--- config.mk ---
export PLATFORM = sky130hd
export DESIGN_NAME = z80_irq_responder
export DESIGN_NICKNAME = d
export VERILOG_FILES = /design/src/rtl/z80_irq_responder.sv
export SDC_FILE = /design/constraint.sdc
export NUM_CORES = 1
export LEC_CHECK = 0
export BUFFER_PORTS_ARGS = -buffer_cell sky130_fd_sc_hd__buf_2
export CORE_UTILIZATION = 51
export CTS_CLUSTER_SIZE = 10
export DETAILED_ROUTE_END_ITERATION = 7
export PLACE_DENSITY = 0.78
export RECOVER_POWER = 100
export SYNTH_ARGS = -nofsm -noshare
export SYNTH_HDL_FRONTEND = slang
export SYNTH_SLANG_ARGS = --single-unit
--- constraint.sdc ---
create_clock -name clk -period 1.7 [get_ports clk]
set_input_delay 0.34 -clock clk [delete_from_list [all_inputs] [get_ports clk]]
set_output_delay 0.34 -clock clk [all_outputs]
set_load 0.02 [all_outputs]
--- src/rtl/z80_irq_responder.sv ---
// z80_irq_responder: interrupt-side responder for the tv80 core.
//   Latches edge-triggered peripheral requests, drives cpu_int_n / cpu_nmi_n, answers the
//   INT-acknowledge cycle (M1+IORQ) with an IM2 vector or an RST opcode, and tracks the source
//   in service until RETI (ED 4D) is fetched or eoi is pulsed.
// Ports:
//   clk, reset            rising-edge clock, synchronous active-high reset
//   irq_req, irq_mask     per-source request (edge) and mask (1 = not signalled)
//   nmi_req               rising edge -> one NMI_HOLD-clock pulse on cpu_nmi_n
//   eoi                   end of interrupt, clears in-service from SERVICE/SEEN_ED
//   im_mode               CPU interrupt mode (>=2 selects vector output)
//   cpu_m1_n .. cpu_do    tv80 bus monitor inputs
//   cpu_int_n, cpu_nmi_n  registered active-low interrupt lines to the CPU
//   vec_out, vec_oe       acknowledge byte and its output enable
//   in_service, pending   one-hot in-service source, latched pending bits
module z80_irq_responder #(
    parameter int unsigned NSRC     = 4,
    parameter logic [7:0]  VEC_BASE = 8'h20,
    parameter logic [7:0]  RST_OPC  = 8'hFF,
    parameter int unsigned NMI_HOLD = 4
) (
    input  logic            clk,
    input  logic            reset,
    input  logic [NSRC-1:0] irq_req,
    input  logic [NSRC-1:0] irq_mask,
    input  logic            nmi_req,
    input  logic            eoi,
    input  logic [1:0]      im_mode,
    input  logic            cpu_m1_n,
    input  logic            cpu_mreq_n,
    input  logic            cpu_iorq_n,
    input  logic            cpu_rd_n,
    input  logic [7:0]      cpu_do,
    output logic            cpu_int_n,
    output logic            cpu_nmi_n,
    output logic [7:0]      vec_out,
    output logic            vec_oe,
    output logic [NSRC-1:0] in_service,
    output logic [NSRC-1:0] pending
);

    localparam int unsigned WinW = (NSRC > 1) ? $clog2(NSRC) : 1;
    localparam int unsigned CntW = $clog2(NMI_HOLD + 1);

    typedef enum logic [1:0] {StIdle, StAck, StService, StSeenEd} state_e;

    state_e            state_q, state_d;
    logic [NSRC-1:0]   irq_prev_q;
    logic              nmi_prev_q;
    logic              m1_n_prev_q;
    logic [7:0]        opc_q;
    logic              fetch_seen_q;
    logic [NSRC-1:0]   pending_q, pending_d, pending_clr;
    logic [NSRC-1:0]   in_service_q, in_service_d;
    logic [WinW-1:0]   win_q, win_d, win_sel;
    logic [7:0]        vec_out_q, vec_out_d, vec_calc;
    logic              vec_oe_q, vec_oe_d;
    logic              int_n_q, int_n_d;
    logic              nmi_n_q, nmi_n_d;
    logic [CntW-1:0]   nmi_cnt_q, nmi_cnt_d;

    logic [NSRC-1:0]   irq_edge, unmasked;
    logic              nmi_edge, any_req, ack, fetch, m1_rise, opc_eval;

    assign irq_edge = irq_req & ~irq_prev_q;
    assign nmi_edge = nmi_req & ~nmi_prev_q;
    assign ack      = ~cpu_m1_n & ~cpu_iorq_n;
    assign fetch    = ~cpu_m1_n & ~cpu_mreq_n & ~cpu_rd_n & cpu_iorq_n;
    assign m1_rise  = cpu_m1_n & ~m1_n_prev_q;
    // Opcode captured during the fetch is judged once M1 ends.
    assign opc_eval = m1_rise & fetch_seen_q;

    assign unmasked = pending_q & ~irq_mask;
    assign any_req  = |unmasked;

    // Lowest unmasked index wins.
    always_comb begin
        win_sel = '0;
        for (int i = NSRC - 1; i >= 0; i--) begin
            if (unmasked[i]) win_sel = WinW'(i);
        end
    end

    assign vec_calc = {VEC_BASE[7:1], 1'b0} + 8'({win_sel, 1'b0});

    always_comb begin
        state_d      = state_q;
        pending_clr  = '0;
        in_service_d = in_service_q;
        win_d        = win_q;
        vec_out_d    = vec_out_q;
        vec_oe_d     = vec_oe_q;
        int_n_d      = 1'b1;
        unique case (state_q)
            StIdle: begin
                int_n_d  = ~any_req;
                vec_oe_d = 1'b0;
                if (ack) begin
                    if (any_req) begin
                        state_d              = StAck;
                        win_d                = win_sel;
                        pending_clr[win_sel] = 1'b1;
                        vec_out_d            = im_mode[1] ? vec_calc : RST_OPC;
                        vec_oe_d             = 1'b1;
                        int_n_d              = 1'b1;
                    end else begin
                        vec_out_d = RST_OPC;
                    end
                end
            end
            StAck: begin
                if (!ack) begin
                    vec_oe_d     = 1'b0;
                    in_service_d = NSRC'(1) << win_q;
                    state_d      = StService;
                end
            end
            StService: begin
                if (eoi) begin
                    in_service_d = '0;
                    state_d      = StIdle;
                end else if (opc_eval && opc_q == 8'hED) begin
                    state_d = StSeenEd;
                end
            end
            StSeenEd: begin
                if (eoi) begin
                    in_service_d = '0;
                    state_d      = StIdle;
                end else if (opc_eval) begin
                    if (opc_q == 8'h4D) begin
                        in_service_d = '0;
                        state_d      = StIdle;
                    end else begin
                        state_d = StService;
                    end
                end
            end
            default: state_d = StIdle;
        endcase
    end

    // A new edge wins over the acknowledge clear on the same bit.
    assign pending_d = (pending_q & ~pending_clr) | irq_edge;

    always_comb begin
        nmi_cnt_d = nmi_cnt_q;
        if (nmi_cnt_q != '0) begin
            nmi_cnt_d = nmi_cnt_q - 1'b1;
        end else if (nmi_edge) begin
            nmi_cnt_d = CntW'(NMI_HOLD);
        end
        nmi_n_d = (nmi_cnt_d == '0);
    end

    always_ff @(posedge clk) begin
        if (reset) begin
            state_q      <= StIdle;
            irq_prev_q   <= '0;
            nmi_prev_q   <= 1'b0;
            m1_n_prev_q  <= 1'b1;
            opc_q        <= 8'h00;
            fetch_seen_q <= 1'b0;
            pending_q    <= '0;
            in_service_q <= '0;
            win_q        <= '0;
            vec_out_q    <= 8'h00;
            vec_oe_q     <= 1'b0;
            int_n_q      <= 1'b1;
            nmi_n_q      <= 1'b1;
            nmi_cnt_q    <= '0;
        end else begin
            state_q      <= state_d;
            irq_prev_q   <= irq_req;
            nmi_prev_q   <= nmi_req;
            m1_n_prev_q  <= cpu_m1_n;
            if (fetch) opc_q <= cpu_do;
            if (fetch) begin
                fetch_seen_q <= 1'b1;
            end else if (m1_rise) begin
                fetch_seen_q <= 1'b0;
            end
            pending_q    <= pending_d;
            in_service_q <= in_service_d;
            win_q        <= win_d;
            vec_out_q    <= vec_out_d;
            vec_oe_q     <= vec_oe_d;
            int_n_q      <= int_n_d;
            nmi_n_q      <= nmi_n_d;
            nmi_cnt_q    <= nmi_cnt_d;
        end
    end

    assign cpu_int_n  = int_n_q;
    assign cpu_nmi_n  = nmi_n_q;
    assign vec_out    = vec_out_q;
    assign vec_oe     = vec_oe_q;
    assign in_service = in_service_q;
    assign pending    = pending_q;

endmodule

# == Yosys cells after proc, flatten, opt, wreduce, memory -nomap -nowiden ==
# Cells that the tools add are included.
# word_totals
regBits,41
word_cells,104
in_bits,26
out_inout_bits,19
# op_classes
bitwise,22
n_shift,1
reduce_logical,15
addsub,2
eq_ne,12
magnitude_cmp,2
n_mux,36
# ops
operator,n
4-bit two-way mux,8
2-bit two-way mux,12
8-bit two-way mux,2
4-bit bitwise AND,3
4-bit NOT,3
4-bit case mux with 3 select lines,1
5-bit AND reduction,2
"3-bit inequality test, second input constant",3
"8-bit by 7-bit == test with 1-bit output, second input constant",1
"8-bit == test, second input constant",1
1-bit two-way mux,8
"2-bit inequality test, second input constant",4
1-bit NOT,8
2-bit case mux with 4 select lines,1
"6-bit by 3-bit adder with 7-bit output, first input constant",1
1-bit bitwise AND,7
3-bit two-way mux,2
3-bit nonzero test,2
"2-bit == test, second input constant",2
4-bit OR,1
2-bit AND reduction,2
2-bit nonzero test,2
4-bit OR reduction,1
"1-bit by 2-bit << shifter with 4-bit output, first input constant",1
other kinds (11),12

# == Longest topological paths before layout ==
# depth
depth_word,16
ltp_mapped,6
mapped_depth_nobuf,6

# == Worst setup path before layout ==
# OpenSTA, ideal clock, no wires.
# synth_timing
path_type,flip-flop to flip-flop
start,register state_q[0]
end,register pending_q[3] (netlist: pending[3])
setup_ns,0.132
stages_incl_launch_ff,5
slack_ns,0.306
arrival_time_ns,1.262
required_time_ns,1.568
n_path_buf,1
period_less_slack_ns,1.394
cell_sequence,dfxtp_1 > buf_6 > or4_4 > o41ai_1 > a21oi_1
# synth_between
elab_chain_len,5
# synth_lines
element,line,rtl
"start, declared",46,"state_e state_q, state_d;"
"start signal, assigned",157,state_q <= StIdle;
"start signal, assigned",172,state_q <= state_d;
2-bit zero test,93,unique case (state_q)
4-bit two-way mux,93,
4-bit NOT,143,assign pending_d = (pending_q & ~pending_clr) | irq_edge;
4-bit bitwise AND,143,
4-bit OR,143,
"end signal, assigned",182,pending_q <= pending_d;
"end, declared",52,"logic [NSRC-1:0] pending_q, pending_d, pending_clr;"
# Every way passes these cells.
# A chain may end at the register's enable or synchronous reset.

# == Final worst setup path ==
# layout_timing
start,register state_q[1]
end,register in_service_q[1] (netlist: in_service[1])
# layout_between
elab_chain_len,3
word_cells_on_any_way,10
cone_classes,eq/ne: 7; mux: 1; reduce/logical: 2
# layout_lines
element,line,rtl
2-bit == test or 2-bit by 1-bit == test with 1-bit output (tied branches),93,
"3-bit inequality test (no source line), or another cell as far along",n/a,
5-bit AND reduction (no source line),n/a,
"end signal, assigned",183,in_service_q <= in_service_d;
"end, declared",53,"logic [NSRC-1:0] in_service_q, in_service_d;"
# Parallel ways exist; a longest one is shown, timed or not.

==> flow_summary.html <==
<table>
<tr><th>Metric</th><th>Value</th></tr>
<tr><th colspan="2">Clock tree</th></tr>
<tr><td>Clock tree root driver cell</td><td>sky130_fd_sc_hd__clkbuf_4</td></tr>
<tr><td>Number of post-CTS setup repair buffers</td><td>0</td></tr>
<tr><td>Maximum level of the CTS H-tree</td><td>2</td></tr>
<tr><td>Cts bufs inserted</td><td>5</td></tr>
<tr><td>Number of clock sinks</td><td>37</td></tr>
<tr><td>Bufs on Longest Clock Path</td><td>2</td></tr>
<tr><td>Clock transition at the registers of the reported paths</td><td>0.11 ns</td></tr>
<tr><td># resized after CTS</td><td>0</td></tr>
<tr><td>CTS tree</td><td>yes</td></tr>
<tr><td>Post-CTS Hold Fix Bufs</td><td>0</td></tr>
<tr><td>Latest clock arrival within the worst-skew pair</td><td>0.35 ns</td></tr>
<tr><th colspan="2">Power</th></tr>
<tr><td>Power per cell area</td><td>1200 nW/µm²</td></tr>
<tr><td>Leakage power total</td><td>0.725 nW</td></tr>
<tr><td>Peak supply drop</td><td>0.788 mV</td></tr>
<tr><th colspan="2">Cells and area</th></tr>
<tr><td>Layout Area Growth over Synthesis</td><td>16.4%</td></tr>
<tr><td>Share of layout cells above drive strength 1</td><td>17.6%</td></tr>
<tr><td>Utilization after layout</td><td>65.3%</td></tr>
<tr><td>Post-layout nets</td><td>254</td></tr>
<tr><td>Number of fill cells in the layout</td><td>approximately 260</td></tr>
<tr><td>Diodes inserted</td><td>0</td></tr>
<tr><th colspan="2">Critical path</th></tr>
<tr><td>Signal arrival time at the worst endpoint</td><td>between 1.5 and 2 ns</td></tr>
<tr><td>Slowest cell delay on critical path</td><td>about 0.46 ns</td></tr>
<tr><td>Cell with the largest stage delay on the worst path</td><td>sky130_fd_sc_hd__dfxtp_1</td></tr>
<tr><td>Critical path launch point type</td><td>register</td></tr>
<tr><td>Critical path peak fanout</td><td>7</td></tr>
<tr><td>Critical path cell sequence</td><td>clkbuf_2, nand2_1, o221ai_1, nand4_1, a21oi_1</td></tr>
<tr><td>Kind of end point of the critical path</td><td>register</td></tr>
<tr><td>Crit Path Category</td><td>reg2reg</td></tr>
<tr><td>Worst Path Required</td><td>1.98 ns</td></tr>
<tr><th colspan="2">Synth</th></tr>
<tr><td>Number of nets in the synthesized netlist</td><td>~210</td></tr>
<tr><td>Top cell type by total area after synthesis</td><td>sky130_fd_sc_hd__dfxtp_1</td></tr>
<tr><td>Unique cell type count in the Yosys netlist</td><td>40</td></tr>
<tr><td>Sequential fraction of the synthesis area</td><td>46.3%</td></tr>
<tr><td>Share of synthesized flip-flops with an asynchronous set or reset</td><td>0%</td></tr>
<tr><td>Average instance area after synthesis</td><td>8.60 µm²</td></tr>
<tr><td>Number of register bits inferred by synthesis</td><td>37</td></tr>
<tr><td>Post-Syn Instances</td><td>186</td></tr>
<tr><td>Post-synth top flop</td><td>sky130_fd_sc_hd__dfxtp_1</td></tr>
<tr><td>Synth warn</td><td>0</td></tr>
<tr><td>Number of flops mapped to enable cells by yosys</td><td>0</td></tr>
<tr><td>Synthesized cell area</td><td>1600 µm²</td></tr>
<tr><td>Synth top area share</td><td>46.3%</td></tr>
<tr><td>Cell types with the largest area share after synthesis</td><td>sky130_fd_sc_hd__dfxtp_1 (46%), sky130_fd_sc_hd__a21oi_1 (6.3%), sky130_fd_sc_hd__nand2_1 (5.6%)</td></tr>
<tr><th colspan="2">Global routing</th></tr>
<tr><td>Initial antenna violation count</td><td>0</td></tr>
<tr><td>Via count of the first global-routing pass</td><td>1418</td></tr>
<tr><td>Maximum number of pins on one net before global-route repair</td><td>37</td></tr>
<tr><td>Overflow after GRT</td><td>0</td></tr>
<tr><td>First-pass GRT wire length</td><td>5.68 mm</td></tr>
<tr><td>Gr usage total</td><td>22.7%</td></tr>
<tr><th colspan="2">STA</th></tr>
<tr><td>Worst slew margin</td><td>57.5%</td></tr>
<tr><td>Maximum frequency from static timing analysis</td><td>644 MHz</td></tr>
<tr><td>Time the final worst path needs with I/O delays and setup</td><td>between 1.5 and 2 ns</td></tr>
<tr><td>Pin slew with the least headroom to its limit</td><td>0.637 ns</td></tr>
<tr><td>Count of endpoints failing setup in the final report</td><td>0</td></tr>
<tr><td>RSZ-0062 raised after global routing</td><td>no</td></tr>
<tr><td>Total count of hold-check failures in the final report</td><td>0</td></tr>
<tr><td>Setup_tns</td><td>0 ns</td></tr>
<tr><td>Post-Route Hold Slack</td><td>roughly 0.2 ns</td></tr>
<tr><td>Final worst-path cycle share</td><td>91.3%</td></tr>
<tr><td>Max Clock Skew</td><td>slightly above 0.01 ns</td></tr>
<tr><td>Max Transition Viols Final</td><td>0</td></tr>
<tr><th colspan="2">Detailed routing</th></tr>
<tr><td>Wire length per cell</td><td>13.5 µm</td></tr>
<tr><td>Post-detailed-route DRC marker count</td><td>4</td></tr>
<tr><td>Remaining antenna violation count after routing</td><td>0</td></tr>
<tr><td>Number of iterations in the first detailed-routing pass</td><td>6</td></tr>
<tr><td>Routed wire length</td><td>3.49 mm</td></tr>
<tr><td>DRC violation total after the first TritonRoute iteration</td><td>105</td></tr>
<tr><td>Detailed-route via count</td><td>1457</td></tr>
<tr><td>Via count normalized by instance count</td><td>5.65</td></tr>
<tr><th colspan="2">Floorplan</th></tr>
<tr><td>X dimension of the die</td><td>58.0 µm</td></tr>
<tr><td>Die Y</td><td>between 50 and 60 µm</td></tr>
<tr><td>I/O pin count</td><td>45</td></tr>
<tr><td>Core Rows</td><td>19</td></tr>
<tr><td>Die Area</td><td>around 3400 µm²</td></tr>
<tr><td>Initial Util</td><td>56.1%</td></tr>
<tr><td>Core region area</td><td>2850 µm²</td></tr>
<tr><th colspan="2">Status</th></tr>
<tr><td>Failing checks</td><td>design-rule violations</td></tr>
<tr><td>Result of the run</td><td>finished, violations left</td></tr>
<tr><th colspan="2">Placed design</th></tr>
<tr><td>Final estimated routing congestion in global placement</td><td>0.845</td></tr>
<tr><td>HPWL after detailed placement</td><td>2.46 mm</td></tr>
<tr><td>Buffers added on ports</td><td>43</td></tr>
<tr><th colspan="2">Run</th></tr>
<tr><td>Number of maximum-capacitance violations</td><td>0</td></tr>
<tr><th colspan="2">Min path</th></tr>
<tr><td>Path category of the worst min-delay check</td><td>in2reg</td></tr>
</table>
==> Yosys cell counts, types with 2 or more instances <==
library cell and instances:
sky130_fd_sc_hd__nor2_1 13, sky130_fd_sc_hd__a311oi_1 2, sky130_fd_sc_hd__nand4_1 4, sky130_fd_sc_hd__a211oi_1 3
sky130_fd_sc_hd__clkbuf_1 5, sky130_fd_sc_hd__o21ai_0 7, sky130_fd_sc_hd__nor3_1 4, sky130_fd_sc_hd__nand4b_1 2
sky130_fd_sc_hd__nand2_1 24, sky130_fd_sc_hd__nand3_1 4, sky130_fd_sc_hd__a21oi_1 20, sky130_fd_sc_hd__and3_1 2
sky130_fd_sc_hd__nand3b_1 3, sky130_fd_sc_hd__ha_1 2, sky130_fd_sc_hd__inv_1 5, sky130_fd_sc_hd__nand2b_1 11
sky130_fd_sc_hd__buf_4 5, sky130_fd_sc_hd__nor2b_1 11, sky130_fd_sc_hd__dfxtp_1 37, sky130_fd_sc_hd__nor4_1 2
==> layout make-up <==
type / count / area (µm²) / share of cell area [%]
clock inverter: 3 / 65.1 / 3.49
inverter: 5 / 18.8 / 1.01
tap: 31 / 38.8 / 2.08
multi-input combinational: 132 / 758 / 40.7
sequential: 37 / 741 / 39.8
timing repair buffer: 45 / 204 / 10.9
clock buffer: 5 / 37.5 / 2.01
==> where the power goes <==
part           switching (mW)  total, mW  leakage (nW)  internal (mW)
Clock                   0.292      0.748        0.0552          0.455
Combinational           0.281      0.471         0.366          0.190
Sequential             0.0605       1.02         0.304          0.956
Total                   0.634       2.24         0.725           1.60
==> registers in the layout, summed over array words and instances, names as in the netlist <==
| name | flops |
|---|---|
| state_q | 2 |
| pending | 4 |
| opc_q | 8 |
| fetch_seen_q | 1 |
| nmi_prev_q | 1 |
| vec_oe | 1 |
| irq_prev_q | 4 |
| cpu_int_n | 1 |
| win_q | 2 |
| nmi_cnt_q | 3 |
| in_service | 4 |
| vec_out | 4 |
| cpu_nmi_n | 1 |
| m1_n_prev_q | 1 |
==> per-stage QoR <==
step / cell area (µm²) / setup WS, ns / power [mW] / std cells
after detailed placement: 1800 / 0.166 / 1.52 / 250
after floorplan: 1600 / 0.306 / 1.39 / 186
final: 1860 / 0.148 / 2.24 / 258
after global routing: 1860 / 0.0398 / 2.37 / 258
after global placement: 1800 / 0.194 / 1.47 / 250
after CTS: 1900 / 0.180 / 2.27 / 258
==> cells by family (layout without fill, tap and decap cells) <==
family,count (synthesis),after routing,synth area share [%]
AO/OA/AOI/OAI,46,46,18.5
adder cells (fa/ha/maj),2,2,1.56
buffers and inverters,17,58,5.71
flip-flops,37,37,46.3
AND/OR/NAND/NOR,84,84,27.9
==> layer usage <==
metal  vias up  wire, µm  GRT usage, %
met3        14       204          7.14
li1        728         -             -
met5         -         0             0
met4         0        87          12.2
met1       662      1380          22.0
met2        53      1820          42.2
==> critical path: cells and delay by family (launching register included) <==
family	cells	cell delay [ns]
buf+inv	1	0.22
simple gates	2	0.25
flops	1	0.46
compound gates	2	0.55
==> cell usage in the layout (no fill, tap or decap), types with 3 or more instances in the layout <==
master	instances
sky130_fd_sc_hd__a211oi_1	3
sky130_fd_sc_hd__a21oi_1	21
sky130_fd_sc_hd__buf_2	24
sky130_fd_sc_hd__clkbuf_1	19
sky130_fd_sc_hd__clkbuf_4	5
sky130_fd_sc_hd__dfxtp_1	37
sky130_fd_sc_hd__inv_1	5
sky130_fd_sc_hd__nand2_1	24
sky130_fd_sc_hd__nand2b_1	11
sky130_fd_sc_hd__nand3_1	4
sky130_fd_sc_hd__nand3b_1	3
sky130_fd_sc_hd__nand4_1	4
sky130_fd_sc_hd__nor2_1	13
sky130_fd_sc_hd__nor2b_1	11
sky130_fd_sc_hd__nor3_1	4
sky130_fd_sc_hd__nor4_1	3
sky130_fd_sc_hd__o21ai_0	7
==> path summary, 6_finish.rpt <==
| kind | startpoint | slack, ns | depth (start not counted) | end |
|---|---|---|---|---|
| worst max-delay path | state_q[1]$_SDFFE_PP0P_ | 0.15 | 5 | in_service[1]$_SDFFE_PP0P_ |
| worst min-delay path | im_mode[1] | 0.20 | 2 | vec_out[2]$_SDFFE_PP0P_ |
| worst max register to register | state_q[1]$_SDFFE_PP0P_ | 0.15 | 5 | in_service[1]$_SDFFE_PP0P_ |
| worst min register to register | opc_q[3]$_SDFFE_PP0P_ | 0.46 | 2 | opc_q[3]$_SDFFE_PP0P_ |
Power figures use the tool's default switching activity.
